**src/rtl/milestone_pkg.sv**
```systemverilog
`default_nettype none
// -----------------------------------------------------------------------------
// milestone_pkg: shared owner/state encodings and mask helpers for the scheduler
// Rev 1.0
// -----------------------------------------------------------------------------
package milestone_pkg;

  typedef enum logic [1:0] {
    OWN_NONE = 2'd0,
    OWN_M1   = 2'd1,
    OWN_M2   = 2'd2,
    OWN_M3   = 2'd3
  } owner_t;

  typedef enum logic [2:0] {
    S_IDLE   = 3'd0,
    S_ARM    = 3'd1,
    S_RUN    = 3'd2,
    S_GAP    = 3'd3,
    S_FINISH = 3'd4
  } sched_state_t;

  // Stages run in ascending order, so the lowest set bit is always next.
  function automatic owner_t lowest_stage(input logic [2:0] mask);
    owner_t own;
    if (mask[0]) begin
      own = OWN_M1;
    end else if (mask[1]) begin
      own = OWN_M2;
    end else if (mask[2]) begin
      own = OWN_M3;
    end else begin
      own = OWN_NONE;
    end
    return own;
  endfunction

  function automatic logic [2:0] owner_onehot(input owner_t own);
    logic [2:0] oh;
    case (own)
      OWN_M1:  oh = 3'b001;
      OWN_M2:  oh = 3'b010;
      OWN_M3:  oh = 3'b100;
      default: oh = 3'b000;
    endcase
    return oh;
  endfunction

endpackage
`default_nettype wire

```
**src/rtl/stage_watchdog.sv**
```systemverilog
`default_nettype none
// -----------------------------------------------------------------------------
// stage_watchdog: saturating per-stage cycle counter with timeout flag
// Rev 1.0
// -----------------------------------------------------------------------------
module stage_watchdog #(
  parameter int unsigned CNT_W          = 32,
  parameter logic [31:0] TIMEOUT_CYCLES = 32'd100_000_000
) (
  input  logic             clk_i,
  input  logic             rst_i,
  input  logic             clear_i,
  input  logic             en_i,
  output logic [CNT_W-1:0] count_o,
  output logic             timeout_o
);

  localparam logic [CNT_W-1:0] LAST_CNT = CNT_W'(TIMEOUT_CYCLES - 32'd1);
  localparam logic [CNT_W-1:0] CNT_MAX  = '1;

  logic [CNT_W-1:0] count_q;
  logic [CNT_W-1:0] count_d;

  always_comb begin
    count_d = count_q;
    if (clear_i) begin
      count_d = '0;
    end else if (en_i && (count_q != CNT_MAX)) begin
      count_d = count_q + CNT_W'(1);
    end
  end

  always_ff @(posedge clk_i) begin
    if (rst_i) begin
      count_q <= '0;
    end else begin
      count_q <= count_d;
    end
  end

  assign count_o   = count_q;
  // The count is zero on the first run cycle, so LAST_CNT marks the final allowed cycle.
  assign timeout_o = (count_q >= LAST_CNT);

endmodule
`default_nettype wire

```
**src/rtl/milestone_scheduler.sv**
```systemverilog
`default_nettype none
// -----------------------------------------------------------------------------
// milestone_scheduler: sequences M1/M2/M3 with start/done handshake, watchdog, abort
// Rev 1.0
// -----------------------------------------------------------------------------
module milestone_scheduler
  import milestone_pkg::*;
#(
  parameter logic [31:0] TIMEOUT_CYCLES = 32'd100_000_000,
  parameter int unsigned CNT_W          = 32
) (
  input  logic             CLOCK_50_I,
  input  logic             reset,
  input  logic             go,
  input  logic [2:0]       stage_en,
  input  logic             abort,
  output logic             M1_start,
  output logic             M2_start,
  output logic             M3_start,
  input  logic             M1_done,
  input  logic             M2_done,
  input  logic             M3_done,
  output logic [1:0]       owner,
  output logic             mult_grant,
  output logic             busy,
  output logic             seq_done,
  output logic             error,
  output logic [1:0]       error_stage,
  output logic [CNT_W-1:0] last_cycles
);

  localparam logic [CNT_W-1:0] CNT_MAX = '1;

  sched_state_t     state_q, state_d;
  owner_t           owner_q, owner_d;
  owner_t           error_stage_q, error_stage_d;
  logic [2:0]       mask_q, mask_d;
  logic [2:0]       start_q, start_d;
  logic             seq_done_q, seq_done_d;
  logic             error_q, error_d;
  logic [CNT_W-1:0] last_cycles_q, last_cycles_d;

  logic [CNT_W-1:0] wd_count;
  logic             wd_timeout;
  logic             owner_done;
  logic [2:0]       owner_oh;
  logic [CNT_W-1:0] run_cycles;

  stage_watchdog #(
    .CNT_W          (CNT_W),
    .TIMEOUT_CYCLES (TIMEOUT_CYCLES)
  ) u_watchdog (
    .clk_i     (CLOCK_50_I),
    .rst_i     (reset),
    .clear_i   (state_q == S_ARM),
    .en_i      (state_q == S_RUN),
    .count_o   (wd_count),
    .timeout_o (wd_timeout)
  );

  assign owner_oh   = owner_onehot(owner_q);
  // Only the owning stage's done is visible; stale or stray dones are masked out.
  assign owner_done = |({M3_done, M2_done, M1_done} & owner_oh);
  assign run_cycles = (wd_count == CNT_MAX) ? wd_count : (wd_count + CNT_W'(1));

  always_comb begin
    state_d       = state_q;
    owner_d       = owner_q;
    error_stage_d = error_stage_q;
    mask_d        = mask_q;
    start_d       = start_q;
    seq_done_d    = 1'b0;
    error_d       = error_q;
    last_cycles_d = last_cycles_q;

    case (state_q)
      S_IDLE: begin
        if (go) begin
          mask_d        = stage_en;
          error_d       = 1'b0;
          error_stage_d = OWN_NONE;
          if (stage_en != 3'b000) begin
            owner_d = lowest_stage(stage_en);
            state_d = S_ARM;
          end else begin
            state_d = S_FINISH;
          end
        end
      end

      S_ARM: begin
        start_d = owner_oh;
        state_d = S_RUN;
      end

      S_RUN: begin
        if (owner_done) begin
          start_d       = 3'b000;
          last_cycles_d = run_cycles;
          mask_d        = mask_q & ~owner_oh;
          state_d       = S_GAP;
        end else if (wd_timeout) begin
          start_d       = 3'b000;
          error_d       = 1'b1;
          error_stage_d = owner_q;
          owner_d       = OWN_NONE;
          state_d       = S_IDLE;
        end
      end

      S_GAP: begin
        // Owner is held through this cycle so the stage's last SRAM write lands.
        if (mask_q != 3'b000) begin
          owner_d = lowest_stage(mask_q);
          state_d = S_ARM;
        end else begin
          owner_d = OWN_NONE;
          state_d = S_FINISH;
        end
      end

      S_FINISH: begin
        seq_done_d = 1'b1;
        state_d    = S_IDLE;
      end

      default: begin
        start_d = 3'b000;
        owner_d = OWN_NONE;
        state_d = S_IDLE;
      end
    endcase

    // Abort overrides any done/timeout outcome decided above.
    if (abort && (state_q != S_IDLE)) begin
      start_d       = 3'b000;
      owner_d       = OWN_NONE;
      state_d       = S_IDLE;
      seq_done_d    = 1'b0;
      error_d       = error_q;
      error_stage_d = error_stage_q;
      last_cycles_d = last_cycles_q;
    end
  end

  always_ff @(posedge CLOCK_50_I) begin
    if (reset) begin
      state_q       <= S_IDLE;
      owner_q       <= OWN_NONE;
      error_stage_q <= OWN_NONE;
      mask_q        <= 3'b000;
      start_q       <= 3'b000;
      seq_done_q    <= 1'b0;
      error_q       <= 1'b0;
      last_cycles_q <= '0;
    end else begin
      state_q       <= state_d;
      owner_q       <= owner_d;
      error_stage_q <= error_stage_d;
      mask_q        <= mask_d;
      start_q       <= start_d;
      seq_done_q    <= seq_done_d;
      error_q       <= error_d;
      last_cycles_q <= last_cycles_d;
    end
  end

  assign M1_start    = start_q[0];
  assign M2_start    = start_q[1];
  assign M3_start    = start_q[2];
  assign owner       = owner_q;
  assign mult_grant  = (owner_q == OWN_M1) || (owner_q == OWN_M2);
  assign busy        = (state_q != S_IDLE);
  assign seq_done    = seq_done_q;
  assign error       = error_q;
  assign error_stage = error_stage_q;
  assign last_cycles = last_cycles_q;

endmodule
`default_nettype wire

```
**config.mk**
```make
export PLATFORM = sky130hd
export DESIGN_NAME = milestone_scheduler
export DESIGN_NICKNAME = d
export VERILOG_FILES = /design/src/rtl/milestone_pkg.sv /design/src/rtl/stage_watchdog.sv /design/src/rtl/milestone_scheduler.sv
export SDC_FILE = /design/constraint.sdc
export NUM_CORES = 1
export LEC_CHECK = 0
export BUFFER_PORTS_ARGS = -buffer_cell sky130_fd_sc_hd__buf_2
export CAP_MARGIN = 0
export CORE_MARGIN = 10
export CORE_UTILIZATION = 60
export DETAILED_ROUTE_END_ITERATION = 10
export PLACE_DENSITY = 0.83
export SLEW_MARGIN = 15
export SYNTH_ARGS = -nofsm -noshare
export SYNTH_HDL_FRONTEND = slang
export SYNTH_SLANG_ARGS = --single-unit
```
**constraint.sdc**
```tcl
create_clock -name CLOCK_50_I -period 5.9 [get_ports CLOCK_50_I]
set_clock_uncertainty 0.15 [all_clocks]
set_input_delay 1.18 -clock CLOCK_50_I [delete_from_list [all_inputs] [get_ports CLOCK_50_I]]
set_output_delay 1.18 -clock CLOCK_50_I [all_outputs]
set_load 0.02 [all_outputs]
```
==> results of run 1 <==
[cells in the final DEF, fill, tap and decap left out, drive strengths merged, types with 2 or more instances in the layout]
cell type  count
a211o          2
a211oi        32
a21oi         20
a22oi          2
a31oi          2
and2           4
and3          11
and4           3
buf           54
bufinv         3
clkbuf        10
clkinv         3
dfxtp         79
ha             4
inv            6
mux2i          4
nand2         33
nand2b         4
nand3         24
nand4         10
nor2          82
nor2b          2
nor3          20
nor3b          5
nor4          10
o21ai         11
o31ai          3
o32ai          2
or2            2
or3           10
xnor2         29
xor2          25
[registers in the layout, summed over array words and instances, names as in the netlist]
| register | cells |
|---|---|
| error_stage | 2 |
| seq_done | 1 |
| state_q | 3 |
| mask_q | 3 |
| start_q | 3 |
| owner | 2 |
| error | 1 |
| u_watchdog.count_o | 32 |
| last_cycles | 32 |
[power breakdown]
group          leakage (nW)  internal (mW)  total [mW]  switching, mW
registers             0.637          0.550       0.574         0.0240
clock network         0.122          0.291       0.490          0.199
logic                 0.850         0.0610       0.202          0.141
[routing by layer]
metal  up-vias  wire length, um
li1       1768                -
met3        16              643
met2       126             4740
met1      1730             4380
met4         0              116
met5         -                0
[synth_stat cells, types with 10 or more instances]
master                      n  area share, %
sky130_fd_sc_hd__xnor2_1   29            6.4
sky130_fd_sc_hd__a211oi_1  32            6.0
sky130_fd_sc_hd__nor2_1    82            7.7
sky130_fd_sc_hd__dfxtp_1   79             40
sky130_fd_sc_hd__clkbuf_1  20            1.9
sky130_fd_sc_hd__xor2_1    25            5.5
sky130_fd_sc_hd__a21oi_1   20            2.5
sky130_fd_sc_hd__o21ai_0   11            1.4
sky130_fd_sc_hd__and3_1    10            1.6
sky130_fd_sc_hd__nor3_1    19            2.4
sky130_fd_sc_hd__nand2_1   33            3.1
sky130_fd_sc_hd__nand3_1   23            2.9
[logic make-up (layout without fill, tap and decap cells)]
logic type               count (synthesis)  after routing  share of synthesized area [%]
multiplexers                             5              5                           1.28
AO/OA/AOI/OAI                           79             79                           13.0
AND/OR/NAND/NOR                        224            224                           28.6
buffers and inverters                   36             77                           4.44
adder cells (fa/ha/maj)                  4              4                           1.25
flip-flops                              79             79                           39.5
XOR/XNOR                                54             54                           11.8
[worst register-to-register path, cell delays in order (launching register included)]
cell,delay (ns)
sky130_fd_sc_hd__dfxtp_1,0.43
sky130_fd_sc_hd__ha_1,0.26
sky130_fd_sc_hd__nand3_2,0.19
sky130_fd_sc_hd__nor4_4,0.57
sky130_fd_sc_hd__nand4_2,0.51
sky130_fd_sc_hd__and2_2,0.61
sky130_fd_sc_hd__a211oi_1,0.31
[worst min path at each step]
| stage | slack [ns] | end | from |
|---|---|---|---|
| floorplan | 0.32 | mask_q[0] | mask_q[0] |
| global placement | 0.33 | error_stage[0] | error_stage[0] |
| detailed placement | 0.33 | start_q[1] | start_q[1] |
| CTS | 0.34 | start_q[1] | start_q[1] |
| global route | 0.36 | start_q[1] | start_q[1] |
| finish | 0.34 | start_q[1] | start_q[1] |
[stage by stage]
stage	cell area, sq um	total power, mW	instances
after floorplan	4000	0.730	481
after global placement	4230	0.782	583
after detailed placement	4230	0.787	583
after CTS	4480	1.27	599
after global routing	4480	1.32	599
final	4480	1.27	599
[area by class of cell]
| type | count | share of cell area (%) |
|---|---|---|
| Timing Repair Buffer | 54 | 6.15 |
| Sequential cell | 79 | 35.3 |
| Multi-Input combinational cell | 366 | 50.3 |
| Inverter | 7 | 0.587 |
| Tap cell | 77 | 2.15 |
| Clock buffer | 10 | 3.07 |
| Clock inverter | 6 | 2.40 |
==> summary.txt, run 1 <==
Chain of cells forming the critical path -> buf_2 -> a222oi_1 -> nor3_4 -> buf_4 -> and2_2 -> a211oi_1
Total GRT Usage -> 19.7%
Busiest layer in global routing -> met2
Overall die width -> 102 um
Family of cells with the greatest summed delay on the critical path -> compound AO/OA/AOI/OAI gates
Sequential element share of the synthesized area -> 39.5%
DRC violation total after the first TritonRoute iteration -> 188
TritonCTS buffer count -> 9
# H-tree levels -> 3
Start of the worst register-to-register path -> u_watchdog.count_o[0]
Pin slew with the least headroom to its limit -> 1.14 ns
Clock tree root buffer cell -> sky130_fd_sc_hd__clkbuf_8
CTS clock-pin slew for the worst setup and hold paths -> 0.08 ns
Top_reg_cell synth -> sky130_fd_sc_hd__dfxtp_1
Standard-cell rows -> 29
Critical path data arrival time -> 3.32 ns
Final net count -> 531
Hold buffer count at CTS -> 0
First-pass GRT wire length -> 16600 um
Syn Std Cell Area -> 4000 sq um
Number of filler instances in the final layout -> 547
Min cycle time layout -> 3.22 ns
Height of the chip -> 102 um
Area overhead of the layout relative to synthesis -> 12.0%
Latest clock arrival within the worst-skew pair -> 0.35 ns
Post-Route Hold Slack -> 0.344 ns
Classification of the worst-slack hold path -> reg -> reg
Kind of end point of the critical path -> flip-flop
Slew margin rel. -> 23.9%
Seq. cell area -> 1580 sq um
Worst-path fanout max -> 34
Post-cts gate resize count -> 0
Critical path buffers and inverters -> 2
Max Buffers Root-to-Sink -> 2
Worst ir drop on vdd -> 0.142 mV
Logic depth of the worst path, buffers included -> 6
Distinct cells, synth -> 50
Post-route ant nets -> 0
Final wirelength -> 9880 um
Average wire per cell in the routed design -> 16.5 um
Number of enable-type register cells in the synthesized netlist -> 0
Hold violation count in the final report -> 0
Syn_area_per_cell -> 8.31 sq um
Cell with the largest stage delay on the worst path -> sky130_fd_sc_hd__a222oi_1
Kind of launch point of the worst setup path -> input port
Count of antenna diodes in the layout -> 0
Met1 Track Usage GR -> 24.9%
Count of input and output buffers -> 52
Type of the worst setup path -> in -> reg
Fin crit share -> 54.6%
Outcome -> completed
Via-per-instance ratio -> 6.08
Via count of the first global-routing pass -> 3510
Ratio of cells with drive above 1 in the final layout -> 15.9%
Synthesized instance count -> 481
Clock tree sinks -> 79
Number of antenna violations at the first check in global routing -> 0
Worst Reg-to-Reg Cells -> 6
Area inside the core boundary -> 6420 sq um
Initial core utilization -> 62.3%
Hold Path Depth -> 2
Met2 layer usage reported by global route -> 32.4%
Fmax -> 0.311 GHz
Die area -> 10300 sq um
Total number of vias -> 3640
CTS tree -> done
Post-detail-place hpwl -> 6910 um
IO Count -> 53
Final Worst Setup Slack -> 2.68 ns
Remaining Overflow, GRT -> 0
Leakage -> 1.61 nW
# Max-Cap Violations -> 0
Post-placement setup slack -> 2.12 ns
Launch point of the worst path -> M1_done
Data required time at the worst endpoint -> 6.00 ns
Largest stage delay on the critical path -> 0.97 ns
Global-route met3 utilization -> 3.74%
Final core utilization -> 69.7%
Setup repair after global routing missed its margin -> no
Final setup violating endpoints -> 0
Fraction of registers with async set or reset after synthesis -> 0%
Footprint of the multi-input gates -> 2250 sq um
Synthesized Nets -> 495
Reg-to-reg critical path endpoint -> last_cycles[9]
Fin. max-slew vios -> 0
Aggregate negative setup slack -> 0 ns
DR DRC count -> 0
Yosys reg bits -> 79
Weighted congestion at the end of routability-driven global placement -> 0.900
Number of setup buffers added after CTS -> 0
DRT Pass-1 Iters -> 4
Power per unit of standard cell area -> 283 nW/um^2
Setup slack of the worst register-to-register path -> 2.78 ns
Timing endpoint of the critical path -> last_cycles[9]
Number of warnings printed during yosys synthesis -> 0
Pin count of the biggest net entering global routing -> 43
Note: power is estimated with default switching activity, not from simulation.
==> inputs of run 2 (changes only) <==
--- a/config.mk
+++ b/config.mk
@@ -5,12 +5,13 @@
 export SDC_FILE = /design/constraint.sdc
 export NUM_CORES = 1
 export LEC_CHECK = 0
+export ABC_AREA = 1
 export BUFFER_PORTS_ARGS = -buffer_cell sky130_fd_sc_hd__buf_2
 export CAP_MARGIN = 0
 export CORE_MARGIN = 10
-export CORE_UTILIZATION = 60
+export CORE_UTILIZATION = 53
 export DETAILED_ROUTE_END_ITERATION = 10
-export PLACE_DENSITY = 0.83
+export PLACE_DENSITY = 0.77
 export SLEW_MARGIN = 15
 export SYNTH_ARGS = -nofsm -noshare
 export SYNTH_HDL_FRONTEND = slang
==> constraint.sdc (replaced) <==
create_clock -name CLOCK_50_I -period 2.7 [get_ports CLOCK_50_I]
set_clock_uncertainty 0.15 [all_clocks]
set_input_delay 0.54 -clock CLOCK_50_I [delete_from_list [all_inputs] [get_ports CLOCK_50_I]]
set_output_delay 0.54 -clock CLOCK_50_I [all_outputs]
set_load 0.02 [all_outputs]
==> run 2 against run 1 <==
  * Global-route usage shrank 1.4 points
  * Clock-buffer cell count fell by 1
  * Via count is 22% higher
  * Clock power is 110% higher
  * Utilization down 7.8 points
==> summary.txt, run 2 <==
Outcome -> completed
Cells taking the most area after synthesis -> sky130_fd_sc_hd__dfxtp_1, sky130_fd_sc_hd__nand2_1, sky130_fd_sc_hd__a21oi_1, sky130_fd_sc_hd__nor2_1, sky130_fd_sc_hd__nand3_1
Data required time at the worst endpoint -> 2.80 ns (-3.20 ns)
Critical path data arrival time -> 2.45 ns (-0.87 ns)
Fraction of power spent switching nets -> 40.8% (+12 points)
Seq pwr share -> 39.4% (-5.9 points)
Hold EP -> last_cycles[16]
Hold buffer count at CTS -> 0 (unchanged)
Worst-path fanout max -> 32 (-5.9%)
Weighted congestion at the end of routability-driven global placement -> 0.961 (+6.8%)
Area inside the core boundary -> 7850 sq um (+22%)
TritonCTS buffer count -> 9 (unchanged)
Syn Std Cell Area -> 4340 sq um (+8.5%)
Setup slack of the worst register-to-register path -> 0.36 ns (-2.42 ns)
DR DRC count -> 0 (unchanged)
Cell area after layout -> 4860 sq um (+8.5%)
IO Count -> 53 (unchanged)
Post-Route Hold Slack -> 0.313 ns (-0.0305 ns)
Post-detail-place hpwl -> 8430 um (+22%)
# H-tree levels -> 3 (unchanged)
Latest clock arrival within the worst-skew pair -> 0.36 ns (about the same)
Yosys reg bits -> 79 (unchanged)
Max Buffers Root-to-Sink -> 2 (unchanged)
Internal Pwr Total -> 2.31 mW (+160%)
Kind of end point of the critical path -> flip-flop
Leakage -> 2.12 nW (+31%)
Remaining Overflow, GRT -> 0 (unchanged)
Reg-to-reg critical path endpoint -> u_watchdog.count_o[29]
CTS tree -> done
Most numerous cell in the Yosys netlist -> sky130_fd_sc_hd__nand2_1
Number of enable-type register cells in the synthesized netlist -> 0 (unchanged)
Syn_area_per_cell -> 6.41 sq um (-23%)
DRT Pass-1 Iters -> 6 (+2)
Most frequent standard cell in the layout excluding fill and tap cells -> sky130_fd_sc_hd__nand2_1
Classification of the worst-slack hold path -> reg -> reg
Pin count of the biggest net entering global routing -> 38 (-12%)
Overall die width -> 110 um (+8.7%)
Distinct cells, synth -> 32 (-36%)
Footprint of the multi-input gates -> 2390 sq um (+6.1%)
Hold violation count in the final report -> 0 (unchanged)
Post-cts gate resize count -> 0 (unchanged)
Slew margin rel. -> 64.3% (+40 points)
Clock tree sinks -> 79 (unchanged)
Fraction of registers with async set or reset after synthesis -> 0% (unchanged)
Number of filler instances in the final layout -> 781 (+43%)
Area overhead of the layout relative to synthesis -> 12.0% (about the same)
Area after DPL -> 4630 sq um (+9.5%)
Final net count -> 739 (+39%)
DRC violation total after the first TritonRoute iteration -> 354 (+88%)
Initial core utilization -> 55.3% (-7.0 points)
Standard-cell rows -> 32 (+10%)
Final Worst Setup Slack -> 0.358 ns (-2.32 ns)
Sequential element share of the synthesized area -> 36.5% (-3.1 points)
Kind of launch point of the worst setup path -> flip-flop
Final setup violating endpoints -> 0 (unchanged)
Top_reg_cell synth -> sky130_fd_sc_hd__dfxtp_1
Type of the worst setup path -> reg -> reg
Share of power burned in the clock network -> 25.9% (-13 points)
Total net switching power -> 1.59 mW (+340%)
Hold Path Depth -> 2 (unchanged)
Setup repair after global routing missed its margin -> no
Commonest cells in the synthesized netlist -> sky130_fd_sc_hd__nand2_1, sky130_fd_sc_hd__dfxtp_1, sky130_fd_sc_hd__nor2_1, sky130_fd_sc_hd__a21oi_1, sky130_fd_sc_hd__inv_1
Height of the chip -> 110 um (+8.7%)
Number of setup buffers added after CTS -> 0 (unchanged)
Start of the worst register-to-register path -> u_watchdog.count_o[0]
Worst Reg-to-Reg Cells -> 10 (+4)
Die area -> 12200 sq um (+18%)
Worst ir drop on vdd -> 0.592 mV (+320%)
Fin crit share -> 86.7%
Commonest non-fill, non-tap cells in the layout -> sky130_fd_sc_hd__nand2_1, sky130_fd_sc_hd__dfxtp_1, sky130_fd_sc_hd__nor2_1, sky130_fd_sc_hd__a21oi_1, sky130_fd_sc_hd__inv_1
Count of antenna diodes in the layout -> 0 (unchanged)
Number of warnings printed during yosys synthesis -> 0 (unchanged)
CTS clock-pin slew for the worst setup and hold paths -> 0.09 ns (about the same)
Count of input and output buffers -> 52 (unchanged)
# Max-Cap Violations -> 0 (unchanged)
Final core utilization -> 61.9% (-7.8 points)
Number of antenna violations at the first check in global routing -> 0 (unchanged)
Via-per-instance ratio -> 5.32 (-12%)
Seq. cell area -> 1580 sq um (unchanged)
Final wirelength -> 11400 um (+15%)
Logic gate share of total power -> 34.7% (+19 points)
Total GRT Usage -> 18.3% (-1.4 points)
Aggregate negative setup slack -> 0 ns (unchanged)
Ratio of cells with drive above 1 in the final layout -> 14.2% (-1.7 points)
Via count of the first global-routing pass -> 4197 (+20%)
Synthesized instance count -> 677 (+41%)
Synthesized Nets -> 691 (+40%)
Clock tree root buffer cell -> sky130_fd_sc_hd__clkbuf_8
Post-route ant nets -> 0 (unchanged)
Fmax -> 0.427 GHz
Fin. max-slew vios -> 0 (unchanged)
Startpoint of the most critical hold path -> last_cycles[16]
Average wire per cell in the routed design -> 13.7 um (-17%)
Post-placement setup slack -> 0.406 ns (-1.71 ns)
Power per unit of standard cell area -> 805 nW/um^2 (+180%)
Total number of vias -> 4427 (+22%)
Min cycle time layout -> 2.34 ns
First-pass GRT wire length -> 19400 um (+17%)
Cell taking the most area after synthesis -> sky130_fd_sc_hd__dfxtp_1
Proportion of netlist area held by the largest area contributor -> 36.5% (-3.1 points)
Pin slew with the least headroom to its limit -> 0.534 ns (-0.607 ns)
[run 2: changes by cell type after synthesis, moves of 25 or more]
| cell | change |
|---|---|
| sky130_fd_sc_hd__o21ai_0 | +25 |
| sky130_fd_sc_hd__inv_1 | +49 |
| sky130_fd_sc_hd__a21oi_1 | +52 |
| sky130_fd_sc_hd__nand3_1 | +25 |
| sky130_fd_sc_hd__nand2_1 | +196 |
| sky130_fd_sc_hd__a211oi_1 | -32 |
| sky130_fd_sc_hd__xnor2_1 | -28 |
[run 2: cell type report]
class                           instances  share of cell area, %
Multi-Input combinational cell        516                   49.2
Sequential cell                        79                   32.6
Timing Repair Buffer                   57                   6.13
Inverter                               62                   4.84
Tap cell                              102                   2.63
Clock buffer                            9                   2.55
Clock inverter                          7                   2.11
[run 2: worst max path at each step]
| stage | slack (ns) | from | to |
|---|---|---|---|
| finish | 0.36 | u_watchdog.count_o[0] | u_watchdog.count_o[29] |
| floorplan | 0.92 | owner[0] | error |
| CTS | 0.38 | u_watchdog.count_o[0] | u_watchdog.count_o[29] |
| detailed placement | 0.41 | u_watchdog.count_o[0] | u_watchdog.count_o[29] |
| global route | 0.21 | u_watchdog.count_o[0] | u_watchdog.count_o[29] |
| global placement | 0.52 | u_watchdog.count_o[0] | u_watchdog.count_o[29] |
[run 2: kinds of logic after synthesis]
logic type / Yosys count / synth area share [%]
AOI/OAI and AO/OA: 118 / 14.0
buffers and inverters: 82 / 8.48
xor gates and xnor gates: 11 / 2.22
adders and majority gates: 4 / 1.15
DFF: 79 / 36.5
and+or+nand+nor: 383 / 37.6
[run 2: critical path, cell delays in order, from the launching register on]
cell	delay [ns]
sky130_fd_sc_hd__dfxtp_1	0.41
sky130_fd_sc_hd__ha_1	0.28
sky130_fd_sc_hd__nand3_2	0.15
sky130_fd_sc_hd__inv_2	0.10
sky130_fd_sc_hd__nand2_4	0.07
sky130_fd_sc_hd__nor2_4	0.15
sky130_fd_sc_hd__nand2_4	0.21
sky130_fd_sc_hd__nand2_8	0.25
sky130_fd_sc_hd__inv_2	0.19
sky130_fd_sc_hd__o21ai_0	0.21
sky130_fd_sc_hd__nor2_1	0.05
[run 2: routing by layer]
layer	vias up	part of all wire, %	track usage (%)
li1	2251	-	-
met1	2000	45	23.4
met2	149	46	29.2
met3	27	6.7	4.16
met4	0	2.4	6.74
met5	-	0	0
[run 2: power by group through the flow]
stage | Clock (mW) | Combinational [mW] | Sequential [mW]
2_1_floorplan | 0 | 1.01 | 1.57
3_3_place_gp | 0 | 1.30 | 1.55
3_5_place_dp | 0 | 1.33 | 1.55
4_1_cts | 1.02 | 1.35 | 1.53
5_1_grt | 1.07 | 1.54 | 1.57
6_report | 1.01 | 1.36 | 1.54
[run 2: metrics by stage]
| step | power, mW | cells |
|---|---|---|
| 2_1_floorplan | 2.57 | 677 |
| 3_5_place_dp | 2.89 | 816 |
| 4_1_cts | 3.90 | 832 |
| 6_report | 3.91 | 832 |
| 5_1_grt | 4.17 | 832 |
| 3_3_place_gp | 2.85 | 816 |
==> inputs of run 3 (changes only) <==
--- a/config.mk
+++ b/config.mk
@@ -8,10 +8,10 @@
 export ABC_AREA = 1
 export BUFFER_PORTS_ARGS = -buffer_cell sky130_fd_sc_hd__buf_2
 export CAP_MARGIN = 0
-export CORE_MARGIN = 10
+export CORE_MARGIN = 2
 export CORE_UTILIZATION = 53
 export DETAILED_ROUTE_END_ITERATION = 10
-export PLACE_DENSITY = 0.77
+export PLACE_DENSITY = 0.86
 export SLEW_MARGIN = 15
 export SYNTH_ARGS = -nofsm -noshare
 export SYNTH_HDL_FRONTEND = slang
==> run 3 against run 2 <==
  * Maximum frequency grew 3.0%
  * Cell area is essentially flat
  * Utilization is essentially flat
  * First-iteration DRC count shrank 9.0%
  * Highest routed layer unchanged
  * Global-route usage grew 8.7 points
  * Largest power group unchanged
==> summary.txt, run 3 (synthesis gave the netlist of run 2 again) <==
Remaining Overflow, GRT -> 0 (unchanged)
Kind of launch point of the worst setup path -> flip-flop
Fin crit share -> 84.2% (-2.5 points)
Pin count of the biggest net entering global routing -> 47 (+24%)
Startpoint of the most critical hold path -> last_cycles[15]
Area inside the core boundary -> 7850 sq um (unchanged)
DRT Pass-1 Iters -> 5 (-1)
Clock tree root buffer cell -> sky130_fd_sc_hd__clkbuf_8
Power per unit of standard cell area -> 808 nW/um^2 (+0.38%)
Share of power burned in the clock network -> 26.2% (+0.3 points)
Weighted congestion at the end of routability-driven global placement -> 1.02 (+6.4%)
Classification of the worst-slack hold path -> reg -> reg
Max Buffers Root-to-Sink -> 2 (unchanged)
Final Worst Setup Slack -> 0.426 ns (+0.0676 ns)
Final wirelength -> 11200 um (-1.3%)
Height of the chip -> 94.5 um (-14%)
Number of antenna violations at the first check in global routing -> 0 (unchanged)
Standard-cell rows -> 32 (unchanged)
Data required time at the worst endpoint -> 2.81 ns (about the same)
Via-per-instance ratio -> 5.34 (+0.30%)
Clock tree sinks -> 79 (unchanged)
Worst ir drop on vdd -> 0.525 mV (-11%)
Leakage -> 2.11 nW (about the same)
Commonest non-fill, non-tap cells in the layout -> sky130_fd_sc_hd__nand2_1, sky130_fd_sc_hd__dfxtp_1, sky130_fd_sc_hd__nor2_1, sky130_fd_sc_hd__a21oi_1, sky130_fd_sc_hd__inv_1
Number of setup buffers added after CTS -> 0 (unchanged)
Latest clock arrival within the worst-skew pair -> 0.37 ns (about the same)
Post-Route Hold Slack -> 0.313 ns (-0.000708 ns)
Hold buffer count at CTS -> 0 (unchanged)
Start of the worst register-to-register path -> u_watchdog.count_o[0]
Fraction of power spent switching nets -> 40.2% (-0.58 points)
Post-cts gate resize count -> 0 (unchanged)
Post-detail-place hpwl -> 8070 um (-4.3%)
Seq pwr share -> 39.3% (about the same)
Most frequent standard cell in the layout excluding fill and tap cells -> sky130_fd_sc_hd__nand2_1
Total net switching power -> 1.57 mW (-1.1%)
Logic gate share of total power -> 34.5% (-0.2 points)
Outcome -> completed
Hold Path Depth -> 2 (unchanged)
DR DRC count -> 0 (unchanged)
Via count of the first global-routing pass -> 4087 (-2.6%)
Post-placement setup slack -> 0.455 ns (+0.0486 ns)
TritonCTS buffer count -> 9 (unchanged)
Hold EP -> last_cycles[15]
Total number of vias -> 4435 (+0.18%)
Type of the worst setup path -> reg -> reg
Total GRT Usage -> 27.0% (+8.7 points)
CTS tree -> done
Internal Pwr Total -> 2.34 mW (+1.3%)
Initial core utilization -> 55.3% (unchanged)
Pin slew with the least headroom to its limit -> 0.513 ns (-0.0214 ns)
Reg-to-reg critical path endpoint -> u_watchdog.count_o[29]
Final setup violating endpoints -> 0 (unchanged)
Overall die width -> 94.5 um (-14%)
Kind of end point of the critical path -> flip-flop
Final core utilization -> 61.8% (about the same)
Count of input and output buffers -> 52 (unchanged)
Worst Reg-to-Reg Cells -> 10 (unchanged)
Min cycle time layout -> 2.27 ns (-0.0676 ns)
Ratio of cells with drive above 1 in the final layout -> 14.1% (-0.12 points)
Setup repair after global routing missed its margin -> no
Area overhead of the layout relative to synthesis -> 11.9% (about the same)
Fin. max-slew vios -> 0 (unchanged)
First-pass GRT wire length -> 19100 um (-1.6%)
# H-tree levels -> 3 (unchanged)
Cell area after layout -> 4850 sq um (about the same)
DRC violation total after the first TritonRoute iteration -> 322 (-9.0%)
Post-route ant nets -> 0 (unchanged)
Average wire per cell in the routed design -> 13.5 um (-1.1%)
Setup slack of the worst register-to-register path -> 0.43 ns (+0.07 ns)
CTS clock-pin slew for the worst setup and hold paths -> 0.08 ns (about the same)
Aggregate negative setup slack -> 0 ns (unchanged)
Area after DPL -> 4620 sq um (-0.16%)
# Max-Cap Violations -> 0 (unchanged)
Die area -> 8920 sq um (-27%)
Hold violation count in the final report -> 0 (unchanged)
Final net count -> 738 (-0.14%)
Fmax -> 0.440 GHz (+3.0%)
IO Count -> 53 (unchanged)
Count of antenna diodes in the layout -> 0 (unchanged)
Critical path data arrival time -> 2.38 ns (-0.07 ns)
Worst-path fanout max -> 46 (+44%)
Slew margin rel. -> 65.7% (+1.4 points)
## run 3: cell count changes in the layout (fill, tap and decap cells not counted)
| cell | previous run | this run |
|---|---|---|
| sky130_fd_sc_hd__clkbuf_8 | 9 | 11 |
| sky130_fd_sc_hd__clkinv_2 | 1 | 2 |
| sky130_fd_sc_hd__clkinv_4 | 1 | 0 |
| sky130_fd_sc_hd__inv_8 | 1 | 0 |
| sky130_fd_sc_hd__inv_6 | 2 | 1 |
| sky130_fd_sc_hd__buf_4 | 5 | 4 |
## run 3: power by group through the flow
| stage | Clock (mW) | Combinational, mW | Sequential [mW] |
|---|---|---|---|
| 3_5_place_dp | 0 | 1.33 | 1.56 |
| 6_report | 1.03 | 1.35 | 1.54 |
| 2_1_floorplan | 0 | 1.01 | 1.57 |
| 5_1_grt | 1.08 | 1.54 | 1.57 |
| 3_3_place_gp | 0 | 1.28 | 1.55 |
| 4_1_cts | 1.04 | 1.34 | 1.53 |
## run 3: cell type report
cell class | instances | area [sq um]
multi-input combinational | 516 | 2390
fill | 742 | 2990
clock inverter | 5 | 78.8
inverter | 62 | 235
clock buffer | 11 | 151
tap | 102 | 128
timing repair buffer | 56 | 290
sequential | 79 | 1580
## run 3: through the flow
stage / instances / total power, mW
2_1_floorplan: 677 / 2.57
3_3_place_gp: 815 / 2.83
3_5_place_dp: 815 / 2.88
4_1_cts: 831 / 3.91
5_1_grt: 831 / 4.19
6_report: 831 / 3.92
## run 3: worst max path at each step
stage,to,cells after the start,startpoint
after CTS,u_watchdog.count_o[29],10,u_watchdog.count_o[0]
after global routing,u_watchdog.count_o[29],10,u_watchdog.count_o[0]
after global placement,u_watchdog.count_o[29],10,u_watchdog.count_o[0]
final,u_watchdog.count_o[29],10,u_watchdog.count_o[0]
after detailed placement,u_watchdog.count_o[29],10,u_watchdog.count_o[0]
after floorplan,error,10,owner[0]
## run 3: worst max-delay path, cell delays in order (launching register included)
cell                      delay, ns
sky130_fd_sc_hd__dfxtp_1       0.40
sky130_fd_sc_hd__ha_1          0.29
sky130_fd_sc_hd__nand3_2       0.15
sky130_fd_sc_hd__inv_2         0.10
sky130_fd_sc_hd__nand2_4       0.07
sky130_fd_sc_hd__nor2_4        0.16
sky130_fd_sc_hd__nand2_4       0.09
sky130_fd_sc_hd__nand2_8       0.23
sky130_fd_sc_hd__inv_2         0.24
sky130_fd_sc_hd__o21ai_0       0.22
sky130_fd_sc_hd__nor2_1        0.06
## run 3: per-layer routing
layer | vias up | GRT usage [%] | share of wire, %
met3 | 22 | 4.55 | 5.9
met1 | 2013 | 35.8 | 45
met4 | 0 | 11.2 | 2.0
met2 | 158 | 43.5 | 47
li1 | 2242 | - | -
met5 | - | 0 | 0
